[config.mk]
export PLATFORM = sky130hd
export DESIGN_NAME = serial_subtractor_flat
export DESIGN_NICKNAME = d
export VERILOG_FILES = /design/src/rtl/serial_subtractor_pkg.sv /design/src/rtl/serial_subtractor_if.sv /design/src/rtl/serial_subtractor_digit.sv /design/src/rtl/serial_subtractor.sv /design/src/flat_wrapper.sv
export SDC_FILE = /design/constraint.sdc
export NUM_CORES = 1
export LEC_CHECK = 0
export CORE_ASPECT_RATIO = 0.6
export CORE_MARGIN = 2
export CORE_UTILIZATION = 50
export DETAILED_ROUTE_END_ITERATION = 7
export DONT_BUFFER_PORTS = 1
export PLACE_DENSITY = 0.69
export SLEW_MARGIN = 20
export SYNTH_ARGS = -nofsm -noshare
export SYNTH_HDL_FRONTEND = slang
export SYNTH_SLANG_ARGS = --single-unit
[constraint.sdc]
create_clock -name clk -period 9.7 [get_ports clk]
set_input_delay 1.455 -clock clk [delete_from_list [all_inputs] [get_ports clk]]
set_output_delay 1.455 -clock clk [all_outputs]
set_load 0.005 [all_outputs]
[src/rtl/serial_subtractor_pkg.sv]
// serial_subtractor_pkg: shared FSM states, mode encodings and counter sizing
package serial_subtractor_pkg;
  typedef enum logic [1:0] {IDLE, PASS1, PASS2, DONE} state_t;
  localparam logic MODE_SUB = 1'b0;
  localparam logic MODE_ABS = 1'b1;
  function automatic int cnt_width(input int n);
    return (n <= 2) ? 1 : $clog2(n);
  endfunction
endpackage

[src/rtl/serial_subtractor_if.sv]
// serial_subtractor_if: start/busy/done request bus with operands and held result
interface serial_subtractor_if #(parameter int WIDTH = 16);
  logic             start;
  logic             mode;
  logic             bin;
  logic [WIDTH-1:0] a;
  logic [WIDTH-1:0] b;
  logic             busy;
  logic             done;
  logic [WIDTH-1:0] diff;
  logic             bout;
  logic             zero;
  modport master(output start, mode, bin, a, b, input busy, done, diff, bout, zero);
  modport slave(input start, mode, bin, a, b, output busy, done, diff, bout, zero);
endinterface

[src/rtl/serial_subtractor_digit.sv]
// digit_subtractor: combinational DIGIT-bit borrow-ripple subtractor x - y - bin
module digit_subtractor #(
  parameter int DIGIT = 4
) (
  input  logic [DIGIT-1:0] x,
  input  logic [DIGIT-1:0] y,
  input  logic             bin,
  output logic [DIGIT-1:0] d,
  output logic             bout
);
  logic [DIGIT:0] w_b;
  assign w_b[0] = bin;
  for (genvar i = 0; i < DIGIT; i++) begin : g_bit
    assign d[i]     = x[i] ^ y[i] ^ w_b[i];
    assign w_b[i+1] = (~x[i] & (y[i] ^ w_b[i])) | (y[i] & w_b[i]);
  end
  assign bout = w_b[DIGIT];
endmodule

[src/rtl/serial_subtractor.sv]
// serial_subtractor: digit-serial A-B-bin or |A-B| with start/busy/done handshake
module serial_subtractor
  import serial_subtractor_pkg::*;
#(
  parameter int WIDTH = 16,
  parameter int DIGIT = 4
) (
  input logic                clk,
  input logic                rst,
  serial_subtractor_if.slave s
);
  localparam int N  = WIDTH / DIGIT;
  localparam int CW = cnt_width(N);
  state_t           r_state, w_next;
  logic [CW-1:0]    r_cnt;
  logic [WIDTH-1:0] r_a, r_b, r_acc, r_diff, w_acc;
  logic             r_borrow, r_mode, r_bout, r_zero;
  logic [DIGIT-1:0] w_x, w_y, w_d;
  logic             w_bo, w_last;
  // PASS2 swaps the operands so the slice datapath computes b - a
  assign w_x    = (r_state == PASS2) ? r_b[r_cnt*DIGIT +: DIGIT] : r_a[r_cnt*DIGIT +: DIGIT];
  assign w_y    = (r_state == PASS2) ? r_a[r_cnt*DIGIT +: DIGIT] : r_b[r_cnt*DIGIT +: DIGIT];
  assign w_last = r_cnt == CW'(N - 1);
  digit_subtractor #(.DIGIT(DIGIT)) u_digit (
    .x(w_x), .y(w_y), .bin(r_borrow), .d(w_d), .bout(w_bo)
  );
  always_comb begin
    w_acc = r_acc;
    w_acc[r_cnt*DIGIT +: DIGIT] = w_d;
  end
  always_comb begin
    w_next = r_state;
    case (r_state)
      IDLE:    w_next = s.start ? PASS1 : IDLE;
      PASS1:   w_next = w_last ? ((r_mode == MODE_ABS && w_bo) ? PASS2 : DONE) : PASS1;
      PASS2:   w_next = w_last ? DONE : PASS2;
      default: w_next = IDLE;
    endcase
  end
  always_ff @(posedge clk or posedge rst) begin
    if (rst) begin
      r_state  <= IDLE;
      r_cnt    <= '0;
      r_a      <= '0;
      r_b      <= '0;
      r_acc    <= '0;
      r_borrow <= 1'b0;
      r_mode   <= MODE_SUB;
      r_diff   <= '0;
      r_bout   <= 1'b0;
      r_zero   <= 1'b1;
    end else begin
      r_state <= w_next;
      case (r_state)
        IDLE: if (s.start) begin
          r_a      <= s.a;
          r_b      <= s.b;
          r_mode   <= s.mode;
          r_borrow <= (s.mode == MODE_SUB) & s.bin;
          r_cnt    <= '0;
          r_acc    <= '0;
        end
        PASS1, PASS2: begin
          r_acc    <= w_acc;
          r_cnt    <= w_last ? '0 : r_cnt + CW'(1);
          r_borrow <= w_last ? 1'b0 : w_bo;
          if (r_state == PASS1 && w_last) r_bout <= w_bo;
          if (w_next == DONE) begin
            r_diff <= w_acc;
            r_zero <= w_acc == '0;
          end
        end
        default: ;
      endcase
    end
  end
  assign s.busy = r_state != IDLE;
  assign s.done = r_state == DONE;
  assign s.diff = r_diff;
  assign s.bout = r_bout;
  assign s.zero = r_zero;
endmodule

[src/flat_wrapper.sv]
// flat-port wrapper written by rule: the top's interface ports become plain ports
module serial_subtractor_flat import serial_subtractor_pkg::*;
#(
  parameter int WIDTH = 16,
  parameter int DIGIT = 4
)
  (clk, rst, s_start, s_mode, s_bin, s_a, s_b, s_busy, s_done, s_diff, s_bout, s_zero);
  serial_subtractor_if #(.WIDTH(WIDTH)) s_i ();
  input logic clk;
  input logic rst;
  input wire logic [$bits(s_i.start)-1:0] s_start;
  input wire logic [$bits(s_i.mode)-1:0] s_mode;
  input wire logic [$bits(s_i.bin)-1:0] s_bin;
  input wire logic [$bits(s_i.a)-1:0] s_a;
  input wire logic [$bits(s_i.b)-1:0] s_b;
  output wire logic [$bits(s_i.busy)-1:0] s_busy;
  output wire logic [$bits(s_i.done)-1:0] s_done;
  output wire logic [$bits(s_i.diff)-1:0] s_diff;
  output wire logic [$bits(s_i.bout)-1:0] s_bout;
  output wire logic [$bits(s_i.zero)-1:0] s_zero;
  assign s_i.start = s_start;
  assign s_i.mode = s_mode;
  assign s_i.bin = s_bin;
  assign s_i.a = s_a;
  assign s_i.b = s_b;
  assign s_busy = s_i.busy;
  assign s_done = s_i.done;
  assign s_diff = s_i.diff;
  assign s_bout = s_i.bout;
  assign s_zero = s_i.zero;
  serial_subtractor #(.WIDTH(WIDTH), .DIGIT(DIGIT)) u_core (.clk(clk), .rst(rst), .s(s_i));
endmodule
==> impl_results.md <==
- Final period util: 45.4%
- Overall die area: roughly 7900 µm²
- Largest clock skew in the final design: 0.00563 ns
- Library cell used as clock root buffer: clkbuf_16
- Combined area of all synthesized cells: 3590 µm²
- Final setup violation count: 0
- Clock period minus worst slack: 4.40 ns
- Synthesized-area fraction occupied by adder cells: 5.71%
- Post-route cell area: around 4000 µm²
- Total count of max-transition violations in the final report: 0
- Crit-path max FO: 31
- Final routed DRC violation total: 0
- GRT Total Usage: 19.4%
- Number of buffers between clock root and the deepest sink: 2
- Syn_nets: 353
- Hold buffer count at CTS: 0
- Starting Density: between 50% and 60%
- Worst Max-Slew Pin Slew: 0.988 ns
- Overall routed net length: 7080 µm
- CTS tree: done
- Worst vdd ir: 176 µV
- Num CTS Buffers: 9
- Antenna Diode Count: 0
- GRT Residual Overflow: 0
- Fraction of final layout cells sized beyond drive strength 1: 19.7%
- Final antenna-violating net count: 0
- Max-cap viol count: 0
- Classification of the worst setup path: reg -> reg
- Router iterations before antenna repair: 4
- Clock-pin slew on the worst setup and hold paths: approximately 0.06 ns
- Hold path start: u_core.r_acc[2]
- Post-DP Area: around 3600 µm²
- Rows: 23
- Data required time of the critical path: 9.85 ns
- Vias per cell: 5.85
- Final-report hold violation count: 0
- Maximum number of pins on one net before global-route repair: 73
- Cells resized by post-CTS repair: 0
- Highest attainable clock frequency: 227 MHz
- Distinct cell type count of the synthesized netlist: 45
- Die Span X: about 110 µm
- Sum Neg Setup Slack: 0 ns
- Syn_area_per_cell: roughly 12 µm²
- Fraction of synthesized cell area in xor and xnor cells: 0%
- Status: completed
- Class of the most critical hold timing path: reg -> reg
- Worst reg2reg path startpoint: u_core.r_cnt[0]
- Floorplan Core Area: 6820 µm²
- Power density cells: 424 nW/µm²
- Synthesized instance count: between 300 and 400
- Synth-to-layout area growth: 9.75%
- Critical path launch point type: flip-flop
- Sequential share of the synthesized area: ~50%
- Initial DRC count: 168
- Multiplexer share of the synthesized area: 18.6%
- Simple-gate portion of the synthesized area: 10.4%
- Number of enable flip-flop cells after synthesis: 0
- Net count reported at finish: 350
- Number of levels in the clock H-tree: 3
- Die extent in y: 69.7 µm
- Share of the synthesized area in compound gates (AO/OA/AOI/OAI): 11.1%
- Gpl congestion: ~0.85
- Via total after detailed routing: 2,287
- Clk_lat worst skew: roughly 0.33 ns
- Static leakage: 1.70 nW
- Number of I/O port buffers: 0
- Worst slew margin relative to its limit: between 30% and 40%
- Data arrival time of the critical path: 4.56 ns
- HPWL after detailed placement: roughly 5000 µm
- Number of antenna violations at the first check in global routing: 0
- CP Launch Point: u_core.r_cnt[0]
- Post-CTS Setup Inserts: 0
- Primary flip-flop cell chosen by synthesis mapping: dfrtp_1
- Async S/R FF share, synth: 100%
- Dominant combinational cell family by area after synthesis: multiplexers
- First-pass GRT wire length: roughly 12,000 µm
- Fill cell count: roughly 570
- Via count of the first global-routing pass: 2,171
- Number of ports placed on the die boundary: 57
- DR WL/cell: 18.1 µm
- Category of the worst setup path capture point: flip-flop
- Synth warnings: 0
- RSZ-0062 raised after global routing: false
- Synthesis-stage register bit count: slightly above 70
- Number of clock sinks: roughly 70
## path summary, 6_finish.rpt
check | to | slack, ns | cells after the start
worst min-delay path | u_core.r_acc[2] | 0.47 | 2
worst min register to register | u_core.r_acc[2] | 0.47 | 2
min in group asynchronous | u_core.r_a[7] | 1.29 | 2
worst max register to register | u_core.s.diff[11] | 5.30 | 12
max in group asynchronous | u_core.r_b[9] | 7.83 | 2
worst max-delay path | u_core.s.diff[11] | 5.30 | 12
## sequential cells by signal, summed over array words and instances (netlist names), 2 cells and up
name,flops
u_core.r_a,16
u_core.r_acc,16
u_core.r_b,16
u_core.r_cnt,2
u_core.r_state,2
u_core.s.diff,16
## final cells by class
class                           count  area (µm²)  area share, %
Timing Repair Buffer                3        22.5          0.571
Multi-Input combinational cell    202        1650           41.7
Inverter                           11        41.3           1.05
Clock inverter                      6        93.8           2.38
Clock buffer                       10         229           5.81
Sequential cell                    72        1800           45.7
Tap cell                           87         109           2.76
## cells in the mapped netlist (all sizes together) (3+ instances only)
cell type,number,area [µm²]
dfrtp,71,1780
mux2,37,417
nor2,24,90.1
nand2,21,78.8
o21ai,18,90.1
a21oi,16,80.1
nor2b,14,87.6
buf,13,88.8
a31oi,12,75.1
inv,11,41.3
ha,10,125
mux4,8,210
clkbuf,4,15.0
fa,4,80.1
mux2i,4,40.0
nand3,4,20.0
a22o,3,26.3
## layer usage
layer	GRT usage [%]	vias to the layer above	part of all wire (%)
li1	-	1083	-
met1	29.1	1126	50
met2	25.3	74	41
met3	8.04	4	8.8
met4	5.96	0	0.41
met5	0	-	0
## critical path, cell delays in order, from the launching register on
cell and delay, ns:
dfrtp_1 0.79, mux4_1 0.65, mux2i_1 0.21, fa_1 0.21
inv_1 0.05, fa_1 0.38, fa_1 0.40, fa_1 0.43
and3b_1 0.25, o22ai_2 0.09, and3_1 0.48, nor2_1 0.21
a31oi_1 0.06
## kinds of logic after synthesis
group,count (synthesis)
flip-flops,72
multiplexers,49
adder cells (fa/ha/maj),14
buffers and inverters,28
AND/OR/NAND/NOR,75
AO/OA/AOI/OAI,64
## placed cells by master, fill, tap and decap left out, types with 2 or more instances in the layout
cell and count:
o2111ai_1 2, and3b_1 2, clkbuf_16 9, clkinv_4 3, a21oi_1 16, nand2b_1 2
mux4_1 8, bufinv_16 2, nand2_1 21, mux2_2 37, a22o_1 3, a22oi_1 2
dfrtp_1 71, nor2_1 24, mux2i_1 4, a31oi_1 12, buf_4 3, nor2b_1 14
ha_1 10, nand3_1 4, inv_1 10, fa_1 4, o21ai_0 17
## power by group
group          internal, mW  switching, mW
clock                 0.226          0.123
sequential            0.443         0.0996
combinational         0.340          0.439
## metrics by stage
stage	util (%)	cells	hold slack, ns	power, mW	setup WS (ns)
final	57.8	391	0.474	1.67	5.30
after global routing	57.8	391	0.509	1.79	5.00
after CTS	57.8	391	0.481	1.68	5.28
after detailed placement	53.1	375	0.468	1.33	5.32
after global placement	53.1	375	0.456	1.30	5.38
after floorplan	-	302	0.442	1.13	6.02
Power figures use the tool's default switching activity.
